`config.mk`:
```
export PLATFORM = sky130hd
export DESIGN_NAME = wb_drain_ctrl
export DESIGN_NICKNAME = d
export VERILOG_FILES = /design/src/rtl/wb_drain_ctrl.sv
export SDC_FILE = /design/constraint.sdc
export NUM_CORES = 1
export LEC_CHECK = 0
export CORE_UTILIZATION = 33
export CTS_BUF_LIST = sky130_fd_sc_hd__clkbuf_4 sky130_fd_sc_hd__clkbuf_8
export CTS_CLUSTER_DIAMETER = 60
export DETAILED_ROUTE_END_ITERATION = 16
export PLACE_DENSITY = 0.81
export SYNTH_ARGS = -nofsm -noshare
export SYNTH_HDL_FRONTEND = slang
export SYNTH_SLANG_ARGS = --single-unit
```
`constraint.sdc`:
```
create_clock -name clk -period 2.05 [get_ports clk]
set_clock_uncertainty 0.05 [all_clocks]
set_input_delay 0.41 -clock clk [delete_from_list [all_inputs] [get_ports clk]]
set_output_delay 0.41 -clock clk [all_outputs]
set_load 0.02 [all_outputs]
```
`src/rtl/wb_drain_ctrl.sv`:
```
// Drains the write-back buffer head onto the shared memory port and arbitrates
// that port against the load path, with starvation, full and flush overrides.
module wb_drain_ctrl #(
   parameter int STARVE_MAX = 4,
   parameter int CW         = 4
) (
   input  logic        clk,
   input  logic        rst,
   input  logic        wb_vld,
   input  logic [14:0] wb_addr,
   input  logic [31:0] wb_data,
   input  logic [2:0]  wb_size,
   input  logic        wb_empty,
   input  logic        wb_full,
   output logic        wb_read,
   input  logic        ld_req,
   input  logic [14:0] ld_addr,
   output logic        ld_done,
   output logic [31:0] ld_rdata,
   input  logic        flush_req,
   output logic        flush_done,
   output logic        mem_req,
   output logic        mem_we,
   output logic [14:0] mem_addr,
   output logic [31:0] mem_wdata,
   output logic [2:0]  mem_size,
   input  logic        mem_ack,
   input  logic [31:0] mem_rdata
);

   typedef enum logic [1:0] {
      IDLE    = 2'd0,
      ST_WAIT = 2'd1,
      LD_WAIT = 2'd2
   } state_t;

   localparam logic [CW-1:0] STARVE_LIM = CW'(STARVE_MAX);
   localparam logic [2:0]    LD_SIZE    = 3'b100;

   state_t        r_state;
   logic [CW-1:0] r_starve;
   logic          r_ld_wb_vld;
   logic          r_mem_req;
   logic          r_mem_we;
   logic [14:0]   r_mem_addr;
   logic [31:0]   r_mem_wdata;
   logic [2:0]    r_mem_size;

   logic w_force_st;
   logic w_ld_ok;

   // A store is forced ahead of loads when the buffer is full, being flushed,
   // or the waiting head has already been passed over STARVE_MAX times.
   assign w_force_st = wb_vld & (wb_full | flush_req | (r_starve == STARVE_LIM));
   assign w_ld_ok    = ld_req & ~flush_req;

   // Completion strobes are decoded from the registered state so an
   // asynchronous reset kills them in the same cycle.
   assign wb_read    = (r_state == ST_WAIT) & mem_ack;
   assign ld_done    = (r_state == LD_WAIT) & mem_ack;
   assign ld_rdata   = mem_rdata;
   assign flush_done = flush_req & (r_state == IDLE) & wb_empty;

   assign mem_req    = r_mem_req;
   assign mem_we     = r_mem_we;
   assign mem_addr   = r_mem_addr;
   assign mem_wdata  = r_mem_wdata;
   assign mem_size   = r_mem_size;

   // NOTE: state and request registers use non-blocking assignments so every
   // decision in this block sees the values from before the clock edge.
   always_ff @(posedge clk or posedge rst) begin
      if (rst) begin
         r_state     <= IDLE;
         r_starve    <= '0;
         r_ld_wb_vld <= 1'b0;
         r_mem_req   <= 1'b0;
         r_mem_we    <= 1'b0;
         r_mem_addr  <= '0;
         r_mem_wdata <= '0;
         r_mem_size  <= '0;
      end else begin
         case (r_state)
            IDLE: begin
               if (w_force_st || (!w_ld_ok && wb_vld)) begin
                  r_mem_req   <= 1'b1;
                  r_mem_we    <= 1'b1;
                  r_mem_addr  <= wb_addr;
                  r_mem_wdata <= wb_data;
                  r_mem_size  <= wb_size;
                  r_state     <= ST_WAIT;
               end else if (w_ld_ok) begin
                  r_mem_req   <= 1'b1;
                  r_mem_we    <= 1'b0;
                  r_mem_addr  <= ld_addr;
                  r_mem_wdata <= '0;
                  r_mem_size  <= LD_SIZE;
                  r_ld_wb_vld <= wb_vld;
                  r_state     <= LD_WAIT;
               end
            end
            ST_WAIT: begin
               if (mem_ack) begin
                  r_mem_req <= 1'b0;
                  r_starve  <= '0;
                  r_state   <= IDLE;
               end
            end
            LD_WAIT: begin
               if (mem_ack) begin
                  r_mem_req <= 1'b0;
                  if (r_ld_wb_vld && (r_starve < STARVE_LIM))
                     r_starve <= r_starve + CW'(1);
                  r_state <= IDLE;
               end
            end
            default: begin
               r_mem_req <= 1'b0;
               r_state   <= IDLE;
            end
         endcase
      end
   end

endmodule

```
==> run_results.csv <==
group,metric,value,unit
pwr,p_per_area,1450,nW/um2
global_route,global_route.overflow_total,0,
sta,setup_violations,0,
pwr,p_comb_share,48.0,%
clock_tree,hold_buffers,0,
place,placed_area,3960,um2
detailed_routing,first_pass_iters,4,
critical_path,r2r_slack,0.06,ns
pwr,p_seq_share,32.3,%
clock_tree,cts_buffers,9,
place,hpwl,4700,um
clock_tree,tritoncts,"done",
global_route,grtUsageTotal,15.9,%
logic_synthesis,synth_top_area_share,54.3,%
detailed_routing,wl,6630,um
finish,drive_gt1_share,9.88,%
global_route,antenna_found_initial,0,
finish,stdcell_count,446,
logic_synthesis,synthDistinctLibCells,30,
pwr,internal_power,0.00382,W
critical_path,required,2.21,ns
detailed_routing,via_per_inst,4.76,
logic_synthesis,synth-edff-count,0,
global_route,grt_pass1_vias,2174,
job,cap_violations,0,
pwr,ir_drop,0.000598,V
pwr,p_clk_share,19.8,%
finish,fin_area,4170,um2
logic_synthesis,ys_top_cells_by_area,"dfrtp_1 54%, a22o_1 12%, buf_4 8.8%, mux2i_1 5.5%, a21oi_1 3.7%",
floorplanning,die_y,92.8,um
critical_path,cp_cell_sequence,"inv_1 -> ha_1 -> and3b_2 -> or3_1 -> and3_4 -> a22o_1",
sta,fmax,503,MHz
floorplanning,io_pins,192,
finish,n_antenna_cell,0,
floorplanning,fp.coreArea,7850,um2
sta,slew_viol_final,0,
finish,finalCoreUtilization,53.2,%
clock_tree,clockBufferDepth,2,
sta,relSlewSlack,73.7,%
logic_synthesis,synth_largest_area_cell,"dfrtp_1",
sta,layout_min_cycle_time,1.99,ns
place,port_buffers,127,
logic_synthesis,ys.flop_type,"dfrtp_1",
logic_synthesis,synthMostInstantiatedCell,"dfrtp_1",
detailed_routing,wl_per_cell,14.9,um
floorplanning,rows,32,
finish,syn2layout_area_growth,53.3,%
logic_synthesis,async_flop_share,100,%
critical_path,path_delay_family,"simple AND/OR/NAND/NOR gates",
critical_path,crit_slowest_cell,"dfrtp_1",
detailed_routing,ant_nets,0,
critical_path,path_max_fanout,36,
critical_path,cp-end-kind,"register",
clock_tree,clk_latency,0.33,ns
critical_path,cp-start-kind,"register",
critical_path,critical_path_arrival,2.15,ns
critical_path,slowest_delay,0.38,ns
place,place_congestion,0.714,
floorplanning,dieArea,8610,um2
logic_synthesis,synth_seq_cells,59,
logic_synthesis,syn_area,2720,um2
pwr,p_sw,0.00222,W
global_route,grt_start_max_net_pins,60,
critical_path,path_buf_inv,1,
logic_synthesis,synth_fp_nets,342,
clock_tree,clkSlewWorstSetupHoldPaths,0.07,ns
logic_synthesis,avgSynthCellArea,11.7,um2
critical_path,critPathKind,"register to register",
logic_synthesis,ys_warn_count,0,
critical_path,reg2reg_depth,6,
logic_synthesis,seq_area_frac_synth,54.3,%
sta,finalHoldViolations,0,
global_route,grt_pass1_wl,10600,um
pwr,power.leakage,1.86,nW
clock_tree,h-tree-depth,3,
finish,fin_nets,449,
floorplanning,die_w,92.8,um
sta,finalCritPeriodShare,96.9,%
detailed_routing,drtIter0Drc,80,
detailed_routing,drc,0,
sta,worst_pin_slew,0.395,ns
detailed_routing,vias,2122,
clock_tree,clock_sinks,59,
clock_tree,cts_root_buffer,"clkbuf_8",
pwr,p_sw_share,36.7,%
critical_path,r2r-start,"r_starve[1]$_DFFE_PP0P_",
logic_synthesis,syn_inst,232,
place,dp.cells,430,
floorplanning,start_util,34.7,%
hold_path,hp-class,"primary input to async pin",
status,status,"complete, no violations",
logic_synthesis,ys_top_cells_by_count,"59 x dfrtp_1, 37 x a22o_1, 32 x buf_4",
critical_path,reg2reg_to,"mem_wdata[25]$_DFFE_PP0P_",
==> timing repair <==
item / in CTS / in global routing
pin swaps: 0 / 2
endpoints found under the setup margin: 37 / 35
gates cloned: 0 / 0
setup buffers: 1 / 0
resized for setup: 3 / 3
==> state kept, by name (all words and copies together) (netlist names) <==
register / cells
mem_addr: 15
mem_req: 1
mem_size: 3
mem_wdata: 32
mem_we: 1
r_ld_wb_vld: 1
r_starve: 4
r_state: 2
==> power by group through the flow <==
stage	clock [W]	combinational [W]	sequential [W]
floorplan	0	0.00105	0.00250
global placement	0	0.00286	0.00195
detailed placement	0	0.00295	0.00195
CTS	0.00123	0.00296	0.00195
global route	0.00128	0.00312	0.00201
finish	0.00119	0.00290	0.00195
==> cell type report <==
cell class	count	area, um2
clock inverters	7	100
well taps	102	128
multi-input cells	121	902
inverters	9	33.8
flip-flops and latches	59	1480
repair buffers	139	1410
fillers	698	3670
clock buffers	9	124
==> cell usage in the layout, fill, tap and decap left out, types with 3 or more instances in the layout <==
cell type | netlist | routed
a21oi_1 | 20 | 20
inv_1 | 9 | 8
clkdlybuf4s50_1 | 0 | 124
a22o_1 | 37 | 37
o21ai_0 | 3 | 3
buf_4 | 32 | 8
clkbuf_8 | 0 | 9
dfrtp_1 | 59 | 59
nor2_1 | 18 | 18
ha_1 | 5 | 5
mux2i_1 | 15 | 15
buf_12 | 0 | 4
==> logic make-up (layout without fill, tap and decap cells) <==
| kind of cell | Yosys count | in the layout | share of synthesized area [%] |
|---|---|---|---|
| buffers and inverters | 52 | 164 | 13.0 |
| adders and majority gates | 5 | 5 | 2.30 |
| AOI/OAI and AO/OA | 69 | 69 | 19.1 |
| muxes | 15 | 15 | 5.52 |
| and+or+nand+nor | 32 | 32 | 5.84 |
| DFF | 59 | 59 | 54.3 |
==> metal layers <==
layer,share of wire (%),GRT usage [%]
met1,41,19.6
met2,50,25.2
met3,7.4,4.52
met4,1.8,8.21
met5,0,0
==> through the flow <==
stage | setup WS [ns] | TNS, ns | hold WS (ns) | total power [W]
5_1_grt | -0.0114 | -0.0478 | 0.444 | 0.00641
4_1_cts | 0.00261 | 0 | 0.409 | 0.00614
6_report | 0.0631 | 0 | 0.406 | 0.00604
3_3_place_gp | -0.215 | -9.45 | 0.412 | 0.00481
2_1_floorplan | 0.0862 | 0 | 0.412 | 0.00355
3_5_place_dp | -0.250 | -10.29 | 0.432 | 0.00491
==> tightest hold or removal path: cells and delay by family <==
kind / cells / cell delay [ns]
buffers and inverters: 3 / 0.77
==> worst max-delay path by stage <==
stage / depth (start not counted) / slack [ns] / startpoint / end
finish: 6 / 0.06 / r_starve[1]$_DFFE_PP0P_ / mem_wdata[25]$_DFFE_PP0P_
detailed placement: 6 / -0.25 / ld_req / mem_wdata[3]$_DFFE_PP0P_
CTS: 7 / 0.003 / r_starve[1]$_DFFE_PP0P_ / mem_wdata[3]$_DFFE_PP0P_
global route: 6 / -0.01 / r_starve[1]$_DFFE_PP0P_ / mem_wdata[11]$_DFFE_PP0P_
global placement: 6 / -0.22 / ld_req / mem_wdata[25]$_DFFE_PP0P_
floorplan: 8 / 0.09 / r_starve[0]$_DFFE_PP0P_ / mem_size[0]$_DFFE_PP0P_
No activity file was read; power rests on OpenSTA's default activity.
==> edit 1: new RTL, same flow settings <==
Set the parameter `CW` to 5 (it was 4).
--- a/src/rtl/wb_drain_ctrl.sv
+++ b/src/rtl/wb_drain_ctrl.sv
@@ -3,5 +3,5 @@
 module wb_drain_ctrl #(
    parameter int STARVE_MAX = 4,
-   parameter int CW         = 4
+   parameter int CW         = 5
 ) (
    input  logic        clk,
Function: same outputs for any inputs over 10 cycles, from zero or initial values and one cycle with rst high; that may be too few to reach the edited logic, so the function may still have changed.
==> edit 1 against the unedited design <==
Wire length grew 3.7%; largest power group unchanged; design area grew 2.5%; sequential power grew 2%; sequential cell count grew 1; power grew 1.6%; non-clock buffer count grew 5; area after synthesis grew 0.46%; count of clock-buffer cells in the layout grew 2; critical endpoint is now r_ld_wb_vld; worst setup slack lost 41 ps.
==> edit 1: results (changes against the unedited design) <==
Status = finished clean
Number of global-route vias before repair = 2,237 (+2.9%)
Synth cell count leaders = dfrtp_1 (60), a22o_1 (36), buf_4 (32), a21oi_1 (20), nor2_1 (19)
Largest cells by area after synthesis = dfrtp_1 (55%), a22o_1 (12%), buf_4 (8.8%)
Fin nets = 454 (+1.1%)
Cell area power density = 1440 nW/um^2 (-0.86%)
Wire per inst = 15.2 um (+2.6%)
Worst vdd ir = 0.604 mV (+0.97%)
Initial drt markers = 38 (-53%)
Netlist cell types = 29 (-3.3%)
CP max FO = 3 (-92%)
Layout fillers = 685 (-1.9%)
First-pass GRT wire length = 10,200 um (-3.3%)
GRT Total Usage = 15.2% (-0.71 points)
Placer's final routability congestion estimate = 0.797 (+12%)
Switching Power = 2.22 mW (-0.13%)
Hpwl dp = 4640 um (-1.2%)
Non-clk buf share = 34.0% (+0.20 points)
Worst slew pin tran = 600 ps (+206 ps)
Post-synthesis mux area share = 5.90% (+0.39 points)
Largest net degree at the start of global routing = 61 (+1.7%)
Bufs w/o clock = 144 (+3.6%)
Via count = 2,143 (+0.99%)
Flip-flop and latch count = 60 (+1.7%)
Layout cells sized above 1 = 12.6% (+2.7 points)
## edit 1: per-stage QoR
stage	util (%)	power (mW)	area, sq um	hold WS, ps	instances
3_3_place_gp	50.4	4.86	3980	426	429
6_report	54.2	6.14	4280	413	451
3_5_place_dp	50.4	4.93	3980	424	429
5_1_grt	54.2	6.48	4280	442	451
2_1_floorplan	-	3.57	2730	421	232
4_1_cts	53.1	6.13	4190	416	445
## edit 1: metal layers
| metal | GRT usage [%] | vias up | part of all wire, % |
|---|---|---|---|
| met5 | 0 | - | 0 |
| met4 | 10.1 | 0 | 3.6 |
| met3 | 3.50 | 36 | 7.0 |
| met2 | 25.1 | 88 | 48 |
| met1 | 17.5 | 1006 | 41 |
| li1 | - | 1013 | - |
## edit 1: critical path: cells and delay by family (launching register included)
| kind | cells | cell delay, ps |
|---|---|---|
| AOI/OAI and AO/OA | 1 | 380 |
| adders and majority gates | 1 | 150 |
| buffers and inverters | 3 | 340 |
| DFF | 1 | 390 |
| muxes | 1 | 300 |
| and+or+nand+nor | 2 | 320 |
==> edit 2: new RTL, same flow settings <==
Made on the original files. The 3 states of `state_t` get a one-hot encoding in 3 bits.
--- a/src/rtl/wb_drain_ctrl.sv
+++ b/src/rtl/wb_drain_ctrl.sv
@@ -29,8 +29,8 @@
 );
 
-   typedef enum logic [1:0] {
-      IDLE    = 2'd0,
-      ST_WAIT = 2'd1,
-      LD_WAIT = 2'd2
+   typedef enum logic [2:0] {
+      IDLE    = 3'b001,
+      ST_WAIT = 3'b010,
+      LD_WAIT = 3'b100
    } state_t;
 
Function: same outputs for any inputs over 10 cycles, from zero or initial values and one cycle with rst high; not proved beyond that.
==> edit 2 against the unedited design <==
Synthesized cell count grew 4.3%; non-clock buffer count grew 3; worst setup slack gained 14 ps; sequential cell count grew 1; power grew 4.9%; design area grew 1.0%; sequential share of layout area grew 0.27 points; wire length grew 4.9%; area after synthesis grew 2.2%; largest power group unchanged.
==> edit 2: results (changes against the unedited design) <==
Largest stage delay, worst path = 530 ps (+150 ps)
Worst path arrival time = 1510 ps (-640 ps)
First-pass GRT wire length = 10,800 um (+1.6%)
Worst slew pin tran = 463 ps (+68.5 ps)
Met1 Wirelength = 2830 um (+4.5%)
Status = finished clean
Number of cells on the worst reg-to-reg path = 7 (+1)
Worst Slack Setup Final = 77.0 ps (+13.9 ps)
Hpwl dp = 4790 um (+1.9%)
GRT Total Usage = 16.0% (+0.11 points)
Largest net degree at the start of global routing = 61 (+1.7%)
DR WL met3 = 428 um (-12%)
GR Util met2 = 26.4% (+1.2 points)
Non-Filler Instances = 461 (+3.4%)
Leak = 1.88 nW (+0.71%)
M3 GR Usage = 5.34% (+0.82 points)
Sequential cell area fraction in the yosys report = 54.0% (-0.23 points)
Dpl cells = 444 (+3.3%)
WHS = 414 ps (+8.44 ps)
Switching Share = 37.5% (+0.77 points)
Initial drt markers = 55 (-31%)
Reg-to-reg startpoint = r_starve[0]
Clock group = 1.04 mW (-13%)
Post-placement setup slack = -287 ps (-36.5 ps)
Cell area power density = 1500 nW/um^2 (+3.8%)
Grt met1 use = 18.4% (-1.2 points)
Worst vdd ir = 0.726 mV (+21%)
Netlist cell types = 34 (+13%)
Mean number of vias per cell = 4.87 (+2.3%)
Sequential share of power = 33.3% (+1.0 points)
Crit path max-delay cell type = dfstp_2
Capturing point of the worst reg2reg path = mem_wdata[9]
Placer's final routability congestion estimate = 0.720 (+0.80%)
Post-synthesis mux area share = 5.40% (-0.12 points)
Synth cell count leaders = dfrtp_1 (59), a22o_1 (34), buf_4 (34), nor2_1 (22), a21oi_1 (19)
R2R setup slack = 140 ps (+80 ps)
edit 2: changes by cell type after synthesis, moves of 3 or more:
cell	change
clkbuf_1	-6
inv_1	-4
ha_1	-3
nor2_1	+4
nand2_1	+7
buf_6	-3
a22o_1	-3
o21ai_0	+3
buf_2	+8
edit 2: area by class of cell:
class	count	area [sq um]	area share, %
clock buffers	11	139	3.29
clock inverters	5	52.6	1.25
inverters	5	18.8	0.445
multi-input cells	133	942	22.4
flip-flops and latches	60	1500	35.6
well taps	105	131	3.12
repair buffers	142	1430	33.9
edit 2: timing repair:
| item | 4_1_cts | 5_1_grt |
|---|---|---|
| setup buffers | 0 | 0 |
| pin swaps | 0 | 1 |
| setup endpoints to repair | 3 | 2 |
| cloned | 0 | 1 |
| gates resized for setup | 6 | 1 |
